==> config.mk <==
export PLATFORM = sky130hd
export DESIGN_NAME = pipelined_subtractor_flat
export DESIGN_NICKNAME = d
export VERILOG_FILES = /design/src/rtl/pipelined_subtractor_if.sv /design/src/rtl/pipelined_subtractor.sv /design/src/flat_wrapper.sv
export SDC_FILE = /design/constraint.sdc
export NUM_CORES = 1
export LEC_CHECK = 0
export CORE_MARGIN = 2
export CORE_UTILIZATION = 30
export DETAILED_ROUTE_END_ITERATION = 7
export SLEW_MARGIN = 20
export SYNTH_ARGS = -nofsm -noshare
export SYNTH_HDL_FRONTEND = slang
export SYNTH_SLANG_ARGS = --single-unit
==> constraint.sdc <==
create_clock -name clk -period 2.3 [get_ports clk]
set_clock_uncertainty 0.15 [all_clocks]
set_input_delay 0.575 -clock clk [delete_from_list [all_inputs] [get_ports clk]]
set_output_delay 0.575 -clock clk [all_outputs]
set_load 0.05 [all_outputs]
==> src/rtl/pipelined_subtractor_if.sv <==
// Operand/result bus for pipelined_subtractor. All three words are chunk-skewed.
interface pipelined_subtractor_if #(
  parameter int unsigned WIDTH = 8
);
  logic [WIDTH-1:0] in1;
  logic [WIDTH-1:0] in2;
  logic [WIDTH:0]   out;

  modport master (output in1, output in2, input out);
  modport slave  (input in1, input in2, output out);
endinterface

==> src/rtl/pipelined_subtractor.sv <==
// Chunked ripple subtractor on chunk-skewed operands: out = in1 - in2 over WIDTH+1 bits.
// Each CHUNK-bit slice adds in1 + ~in2 plus a carry that was registered one enabled cycle
// earlier from the slice below. Slice i of a word therefore arrives one cycle after slice i-1,
// and the result keeps that skew.
module pipelined_subtractor #(
  parameter int unsigned WIDTH = 8,
  parameter int unsigned CHUNK = 3
) (
  input  logic                    clk,
  input  logic                    rst,
  input  logic                    en,
  pipelined_subtractor_if.slave   bus
);

  localparam int unsigned N = (WIDTH + CHUNK - 1) / CHUNK;
  // When WIDTH is a multiple of CHUNK the sign bit lands in its own 1-bit output chunk,
  // which needs one more carry stage to keep the skew.
  localparam bit TopChunk = (WIDTH % CHUNK) == 0;
  localparam int unsigned NumCarry = TopChunk ? N : N - 1;
  localparam int unsigned CarryW = (NumCarry > 0) ? NumCarry : 1;

  logic [N-1:0]       cin;
  logic [N-1:0]       cout;
  logic [WIDTH-1:0]   sum_bits;
  logic               sign_bit;
  logic [CarryW-1:0]  carry_d, carry_q;
  logic [WIDTH:0]     out_d, out_q;

  for (genvar i = 0; i < N; i++) begin : g_chunk
    localparam int unsigned Lo = i * CHUNK;
    localparam int unsigned Hi = (Lo + CHUNK < WIDTH) ? Lo + CHUNK - 1 : WIDTH - 1;
    localparam int unsigned W  = Hi - Lo + 1;
    localparam int unsigned SW = W + 1;

    logic [W:0] s;

    if (i == 0) begin : g_cin_first
      // Two's-complement subtract: +1 enters at the LSB chunk.
      assign cin[i] = 1'b1;
    end else begin : g_cin_rest
      assign cin[i] = carry_q[i-1];
    end

    assign s = {1'b0, bus.in1[Hi:Lo]} + {1'b0, ~bus.in2[Hi:Lo]} + SW'(cin[i]);
    assign sum_bits[Hi:Lo] = s[W-1:0];
    assign cout[i] = s[W];
  end

  if (TopChunk) begin : g_sign_delayed
    // Borrow comes from the carry already registered, giving one extra cycle of skew.
    assign sign_bit = ~carry_q[N-1];
  end else begin : g_sign_inline
    // Sign travels with the sum bits of the last chunk.
    assign sign_bit = ~cout[N-1];
  end

  // Next carries: each boundary captures the carry-out of the chunk below it.
  always_comb begin
    carry_d = '0;
    for (int i = 0; i < int'(NumCarry); i++) begin
      carry_d[i] = cout[i];
    end
  end

  // Next output word: sum bits of every chunk plus the sign/borrow bit.
  always_comb begin
    out_d = {sign_bit, sum_bits};
  end

  // Pipeline state: async clear, frozen while en is low.
  always_ff @(posedge clk or negedge rst) begin
    if (!rst) begin
      carry_q <= '0;
      out_q   <= '0;
    end else if (en) begin
      carry_q <= carry_d;
      out_q   <= out_d;
    end
  end

  assign bus.out = out_q;

endmodule

==> src/flat_wrapper.sv <==
// flat-port wrapper written by rule: the top's interface ports become plain ports
module pipelined_subtractor_flat 
#(
  parameter int unsigned WIDTH = 8,
  parameter int unsigned CHUNK = 3
)
  (clk, rst, en, bus_in1, bus_in2, bus_out);
  pipelined_subtractor_if #(.WIDTH(WIDTH)) bus_i ();
  input  logic clk;
  input  logic rst;
  input  logic en;
  input wire logic [$bits(bus_i.in1)-1:0] bus_in1;
  input wire logic [$bits(bus_i.in2)-1:0] bus_in2;
  output wire logic [$bits(bus_i.out)-1:0] bus_out;
  assign bus_i.in1 = bus_in1;
  assign bus_i.in2 = bus_in2;
  assign bus_out = bus_i.out;
  pipelined_subtractor #(.WIDTH(WIDTH), .CHUNK(CHUNK)) u_core (.clk(clk), .rst(rst), .en(en), .bus(bus_i));
endmodule
Yosys cells after proc, flatten, opt, wreduce, memory -nomap -nowiden
Index checks and enable logic that the tools add are counted.

storage, ports and cells
  bits in registers = 11
  bits of input ports = 19
  output and inout bits = 9
  word-level logic and storage cells = 12

cells by class
  add/subtract/negate cells = 6
  bitwise operators = 4

operators by type and width
  cell                                                           number
  3-bit by 3-bit adder with 4-bit output                         2
  3-bit inverter                                                 2
  4-bit by 1-bit adder with 4-bit output                         1
  4-bit by 1-bit adder with 4-bit output, second input constant  1
  2-bit by 2-bit adder with 3-bit output                         1
  3-bit by 1-bit adder with 3-bit output                         1
  2-bit inverter                                                 1
  1-bit inverter                                                 1

Longest topological paths before layout
Gate-level depths: netlist of the first run.

  depth in word-level cells = 4
  depth in mapped cells = 6
  depth with buffers taken out = 6

Worst setup path after synthesis of the first run
No wires, ideal clock.

  path kind = input -> register
  start point = input bus_in2[3]
  end point = register u_core.out_q[4], in the netlist u_core.bus.out[4]
  setup time = 0.125 ns
  data arrival time = 1.727 ns
  required time = 2.025 ns
  setup slack = 0.298 ns
  stages = 4
  buffers on the path = 0
  cells stage by stage = inv_1 fa_1 fa_1 mux2_2

between the ends
  word-level cells in the longest chain between the ends = 3

ends and longest elaborated chain
  item                                    line                        RTL
  from (decl)                             flat_wrapper.sv:13          input wire logic [$bits(bus_i.in2)-1:0] bus_in2;
  3-bit inverter                          pipelined_subtractor.sv:44  assign s = {1'b0, bus.in1[Hi:Lo]} + {1'b0, ~bus.in2[Hi:Lo]} + SW'(cin[i]);
  3-bit by 3-bit adder with 4-bit output  pipelined_subtractor.sv:44
  4-bit by 1-bit adder with 4-bit output  pipelined_subtractor.sv:44
  via u_core.g_chunk[1].s[1]              pipelined_subtractor.sv:35  logic [W:0] s;
  to (signal assigned)                    pipelined_subtractor.sv:77  out_q <= out_d;
  to (decl)                               pipelined_subtractor.sv:27  logic [WIDTH:0] out_d, out_q;

The timed path passes the listed nets, and every way through them passes these cells.
A chain may end at the register's enable or synchronous reset.

Worst setup path after layout of the first run
Same ends and word-level chain as after synthesis.

==> results.tsv, run 1 <==
metric	value	unit
peakVddDrop	0.000344	V
yosysUniqueCellTypes	14	
grt_util_all_layers	9.70	%
netSwitchingPower	0.000268	W
async_flop_share	100	%
drt_iter0_markers	0	
ys_seq_area_share	41.4	%
fin_nets	116	
final_cells	114	
ant_nets	0	
clkTransAtPathRegs	70	ps
rows	17	
core_area	2150	um^2
cts_resized	0	
cp_max_fo	2	
vias_per_cell	4.07	
slew_viol_final	0	
fmax	450	MHz
worstSetupEndpointType	register	
clk_latency	260	ps
required	2300	ps
initial_core_util	31.0	%
crit_type	in -> reg	
rsz0062_at_grt	no	
wl_per_cell	9.75	um
cp-startpoint	bus_in2[3]	
drive_above_1_share	10.5	%
cts_buffers	3	
syn_nets	85	
power	0.000701	W
p_int	0.000434	W
dieArea	2610	um^2
hold_viol	0	
crit_path_start_kind	input pin	
post_cts.repair.setup_buffers	0	
cp.arrival	2220	ps
first_pass_iters	1	
fillers	204	
place_hpwl	928	um
post-place-ws	-199	ps
overflow	0	
cts_buffer_depth	2	
status	completed	
cts.sinks	11	
sw_frac_of_total	38.1	%
ios	28	
ys_warn_count	0	
relSlewSlack	67.0	%
postSynthCellCount	56	
min_period	2220	ps
wirelength	1.11	mm
synth_area_per_cell	11.9	um^2
drc_errors	0	
leakage	0.455	nW
grt_pass1_vias	440	
period_share	96.6	%
syn_to_final_growth	47.0	%
synth-seq-cells	11	
die_w	51.1	um
synth_edf_count	0	
cts_hold_buf	0	
seq_power_share	36.4	%
fin_ws	78.4	ps
cts_tree	done	
p_clk_share	17.8	%
yosys_most_used_dff	dfrtp_1	
io_buffers	27	
setup_viol	0	
dp.cells	110	
root_buffer	clkbuf_4	
maxCapViolCount	0	
grt_pass1_wl	1.86	mm
antenna_found_initial	0	
globalplace.congestion	0.679	
grt_max_degree	16	
powerDensity	717	nW/um^2
vias	464	
r2r-start	u_core.carry_q[0]$_DFFE_PN0P_	
min_path_type	reg -> reg	
die_h	51.1	um
syn-cell-area	666	um^2
worst_pin_slew	493	ps
htreeDepth	1	
min_from	u_core.bus.out[6]$_DFFE_PN0P_	
p_comb_share	45.8	%
num_antenna_cells	0	
area by class of cell:
type	instances	area (um^2)	area share [%]
multi-input cells	31	319	32.6
repair buffers	28	278	28.4
flip-flops and latches	11	275	28.1
inverters	12	45.0	4.60
well taps	28	35.0	3.58
clock buffers	4	26.3	2.69
path summary, 6_finish.rpt:
kind | to | slack [ps] | cells after the start
max | u_core.bus.out[4]$_DFFE_PN0P_ | 80 | 5
min | u_core.bus.out[6]$_DFFE_PN0P_ | 360 | 1
max reg2reg | u_core.bus.out[4]$_DFFE_PN0P_ | 530 | 3
min reg2reg | u_core.bus.out[6]$_DFFE_PN0P_ | 360 | 1
max in group asynchronous | u_core.bus.out[7]$_DFFE_PN0P_ | 1190 | 1
min in group asynchronous | u_core.bus.out[3]$_DFFE_PN0P_ | 490 | 1
worst max-delay path, cell delays in order:
cell and delay (ps):
clkdlybuf4s50_1 450, inv_1 50, fa_1 450, fa_1 420, mux2_2 270
power groups by stage:
| stage | combinational [W] | sequential, W | clock, W |
|---|---|---|---|
| 2_1_floorplan | 0.0000802 | 0.000381 | 0 |
| 3_3_place_gp | 0.000322 | 0.000258 | 0 |
| 3_5_place_dp | 0.000325 | 0.000259 | 0 |
| 4_1_cts | 0.000325 | 0.000256 | 0.000133 |
| 5_1_grt | 0.000346 | 0.000261 | 0.000143 |
| 6_report | 0.000321 | 0.000255 | 0.000125 |
synth_stat cells (2+ instances only):
cell / instances / area (um^2)
fa_1: 5 / 100
xnor2_1: 2 / 17.5
dfrtp_1: 11 / 275
nor2_1: 3 / 11.3
mux2_2: 5 / 56.3
a21oi_1: 5 / 25.0
ha_1: 5 / 62.6
inv_1: 12 / 45.0
mux2i_1: 3 / 30.0
stage by stage:
stage / hold WS [ps] / cell area [um^2] / setup TNS [ps] / utilization [%]
finish: 357 / 978 / 0 / 45.5
global route: 389 / 978 / 0 / 45.5
detailed placement: 347 / 952 / -376 / 44.3
global placement: 340 / 952 / -328 / 44.3
CTS: 362 / 978 / 0 / 45.5
floorplan: 129 / 666 / 0 / -
kinds of logic (layout without fill, tap and decap cells):
kind of cell / after synthesis / in the layout / share of synthesized area [%]
AOI/OAI and AO/OA: 7 / 7 / 5.64
adders and majority gates: 10 / 10 / 24.4
buffers and inverters: 14 / 44 / 10.7
DFF: 11 / 11 / 41.4
and+or+nand+nor: 4 / 4 / 2.25
muxes: 8 / 8 / 13.0
xor gates and xnor gates: 2 / 2 / 2.63
routing by layer:
layer | global-route usage, % | up-vias | share of wire (%)
li1 | - | 236 | -
met1 | 12.6 | 209 | 48
met2 | 14.3 | 19 | 44
met3 | 3.80 | 0 | 7.6
met4 | 4.05 | 0 | 0
met5 | 0 | - | 0
registers in the layout, indices dropped and copies added (netlist names):
name and count:
u_core.bus.out 9, u_core.carry_q 2
cell usage in the layout, fill, tap and decap left out:
cell type	synthesis	routed
o21ai_1	1	1
xnor2_1	2	2
clkdlybuf4s50_1	0	27
buf_4	0	1
dfrtp_1	11	11
a21oi_1	5	5
nor2_1	3	3
a21o_1	1	1
nand2_1	1	1
mux2i_1	3	3
ha_1	5	5
inv_1	12	12
fa_1	5	5
mux2_2	5	5
clkbuf_4	0	3
clkbuf_1	0	1
(Power assumes the default switching activity.)
==> run 2: changes to the inputs <==
--- a/config.mk
+++ b/config.mk
@@ -8,6 +8,7 @@
 export CORE_MARGIN = 2
 export CORE_UTILIZATION = 30
 export DETAILED_ROUTE_END_ITERATION = 7
+export HOLD_SLACK_MARGIN = 0.02
 export SLEW_MARGIN = 20
 export SYNTH_ARGS = -nofsm -noshare
 export SYNTH_HDL_FRONTEND = slang
==> constraint.sdc (replaced) <==
create_clock -name clk -period 2.21 [get_ports clk]
set_clock_uncertainty 0.15 [all_clocks]
set_input_delay 0.5525 -clock clk [delete_from_list [all_inputs] [get_ports clk]]
set_output_delay 0.5525 -clock clk [all_outputs]
set_load 0.05 [all_outputs]
==> results.tsv, run 2 (synthesized netlist as in run 1, its figures left out) <==
metric	value	unit
status	completed	
syn_to_final_growth	47.4	%
relSlewSlack	67.1	%
die_w	51.1	um
vias_per_cell	4.03	
required	2210	ps
wl_per_cell	10.1	um
root_buffer	clkbuf_4	
grt_max_degree	16	
fmax	469	MHz
period_share	96.4	%
cts_buffer_depth	2	
reg2regPathDepth	3	
leakage	0.461	nW
ant_nets	0	
regArea	275	um^2
crit_path_start_kind	input pin	
post-place-ws	-299	ps
cts_buffers	3	
min_period	2130	ps
die_h	51.1	um
worst_pin_slew	491	ps
seq_power_share	36.4	%
dpl_cell_area	952	um^2
cpPeakStageDelay	460	ps
final_common_cell	clkdlybuf4s50_1	
wirelength	1.16	mm
fin_nets	117	
worstSetupEndpointType	register	
endpoint	u_core.bus.out[4]$_DFFE_PN0P_	
min_from	u_core.bus.out[6]$_DFFE_PN0P_	
drt_iter0_markers	2	
overflow	0	
initial_core_util	31.0	%
slew_viol_final	0	
rrSetupSlack	490	ps
multi_input_area	322	um^2
netSwitchingPower	0.000281	W
cp_cell_sequence	clkdlybuf4s50_1, inv_1, fa_2, fa_1, mux2_2	
largest_reg_flops	9	
fin_ws	78.8	ps
maxCapViolCount	0	
fin_area	981	um^2
num_antenna_cells	0	
grt_pass1_vias	437	
dieArea	2610	um^2
power	0.000730	W
peakVddDrop	0.000343	V
cts_tree	done	
clk_latency	260	ps
setup_viol	0	
dp.cells	111	
cp_max_fo	2	
core_area	2150	um^2
ios	28	
r2r-start	u_core.carry_q[0]$_DFFE_PN0P_	
rsz0062_at_grt	no	
final_cells	115	
grt_util_all_layers	9.61	%
cts_hold_buf	0	
place_hpwl	956	um
sw_frac_of_total	38.5	%
crit_type	in -> reg	
fillers	213	
p_clk_share	18.0	%
vias	463	
r2r-end	u_core.bus.out[4]$_DFFE_PN0P_	
globalplace.congestion	0.644	
p_comb_share	45.6	%
drive_above_1_share	16.1	%
antenna_found_initial	0	
grt_pass1_wl	1.82	mm
slowest_stage	clkdlybuf4s50_1	
p_int	0.000449	W
first_pass_iters	3	
io_buffers	27	
min_path_type	reg -> reg	
rows	17	
mostFrequentLayoutCells	24 x clkdlybuf4s50_1, 12 x inv_1, 11 x dfrtp_1	
clkTransAtPathRegs	70	ps
powerDensity	744	nW/um^2
drc_errors	0	
cts.sinks	11	
cp-startpoint	bus_in2[3]	
hold_viol	0	
cp.arrival	2130	ps
htreeDepth	1	
post_cts.repair.setup_buffers	0	
[run 2: cell types whose count changed in the layout (fill, tap and decap cells not counted), sizes merged]
cell	delta
buf	+4
clkdlybuf4s50	-3
[run 2: stage by stage]
step                TNS (ps)  util [%]  hold WS [ps]
floorplan                  0         -           107
global placement        -557      44.3           340
detailed placement      -714      44.3           348
CTS                        0      45.7           365
global route               0      45.7           379
finish                     0      45.7           358
[run 2: how the worst min path moves through the flow]
stage                                    end  slack, ps  cells past startpoint
2_1_floorplan  u_core.bus.out[0]$_DFFE_PN0P_        110                      0
3_3_place_gp   u_core.bus.out[6]$_DFFE_PN0P_        340                      1
3_5_place_dp   u_core.bus.out[6]$_DFFE_PN0P_        350                      1
4_1_cts        u_core.bus.out[6]$_DFFE_PN0P_        360                      1
5_1_grt        u_core.bus.out[6]$_DFFE_PN0P_        380                      1
6_report       u_core.bus.out[6]$_DFFE_PN0P_        360                      1
[run 2: power by group through the flow]
stage	sequential [W]	clock [W]	combinational [W]
2_1_floorplan	0.000397	0	0.0000835
4_1_cts	0.000267	0.000138	0.000337
5_1_grt	0.000272	0.000151	0.000356
6_report	0.000266	0.000132	0.000333
3_3_place_gp	0.000269	0	0.000332
3_5_place_dp	0.000270	0	0.000336
[run 2: timing repair]
action                     CTS  global route
setup endpoints to repair    1             1
cloned                       0             0
resized for setup            1             0
hold endpoints to repair     0             0
pin swaps                    0             1
[run 2: critical path: cells and delay by family]
family	cells	cell delay [ps]
fa+ha+maj	2	790
buf+inv	2	510
mux	1	270
[run 2: final cells by class]
class	instances	share of cell area [%]
Tap cell	28	3.57
Timing Repair Buffer	29	28.3
Multi-Input combinational cell	31	32.8
Sequential cell	11	28.1
Inverter	12	4.59
Clock buffer	4	2.68
[run 2: layer usage]
| layer | GRT usage [%] | up-vias | part of all wire [%] |
|---|---|---|---|
| met5 | 0 | - | 0 |
| met4 | 5.41 | 0 | 0 |
| met3 | 3.80 | 0 | 8.5 |
| met2 | 13.9 | 17 | 47 |
| met1 | 12.2 | 209 | 44 |
| li1 | - | 237 | - |
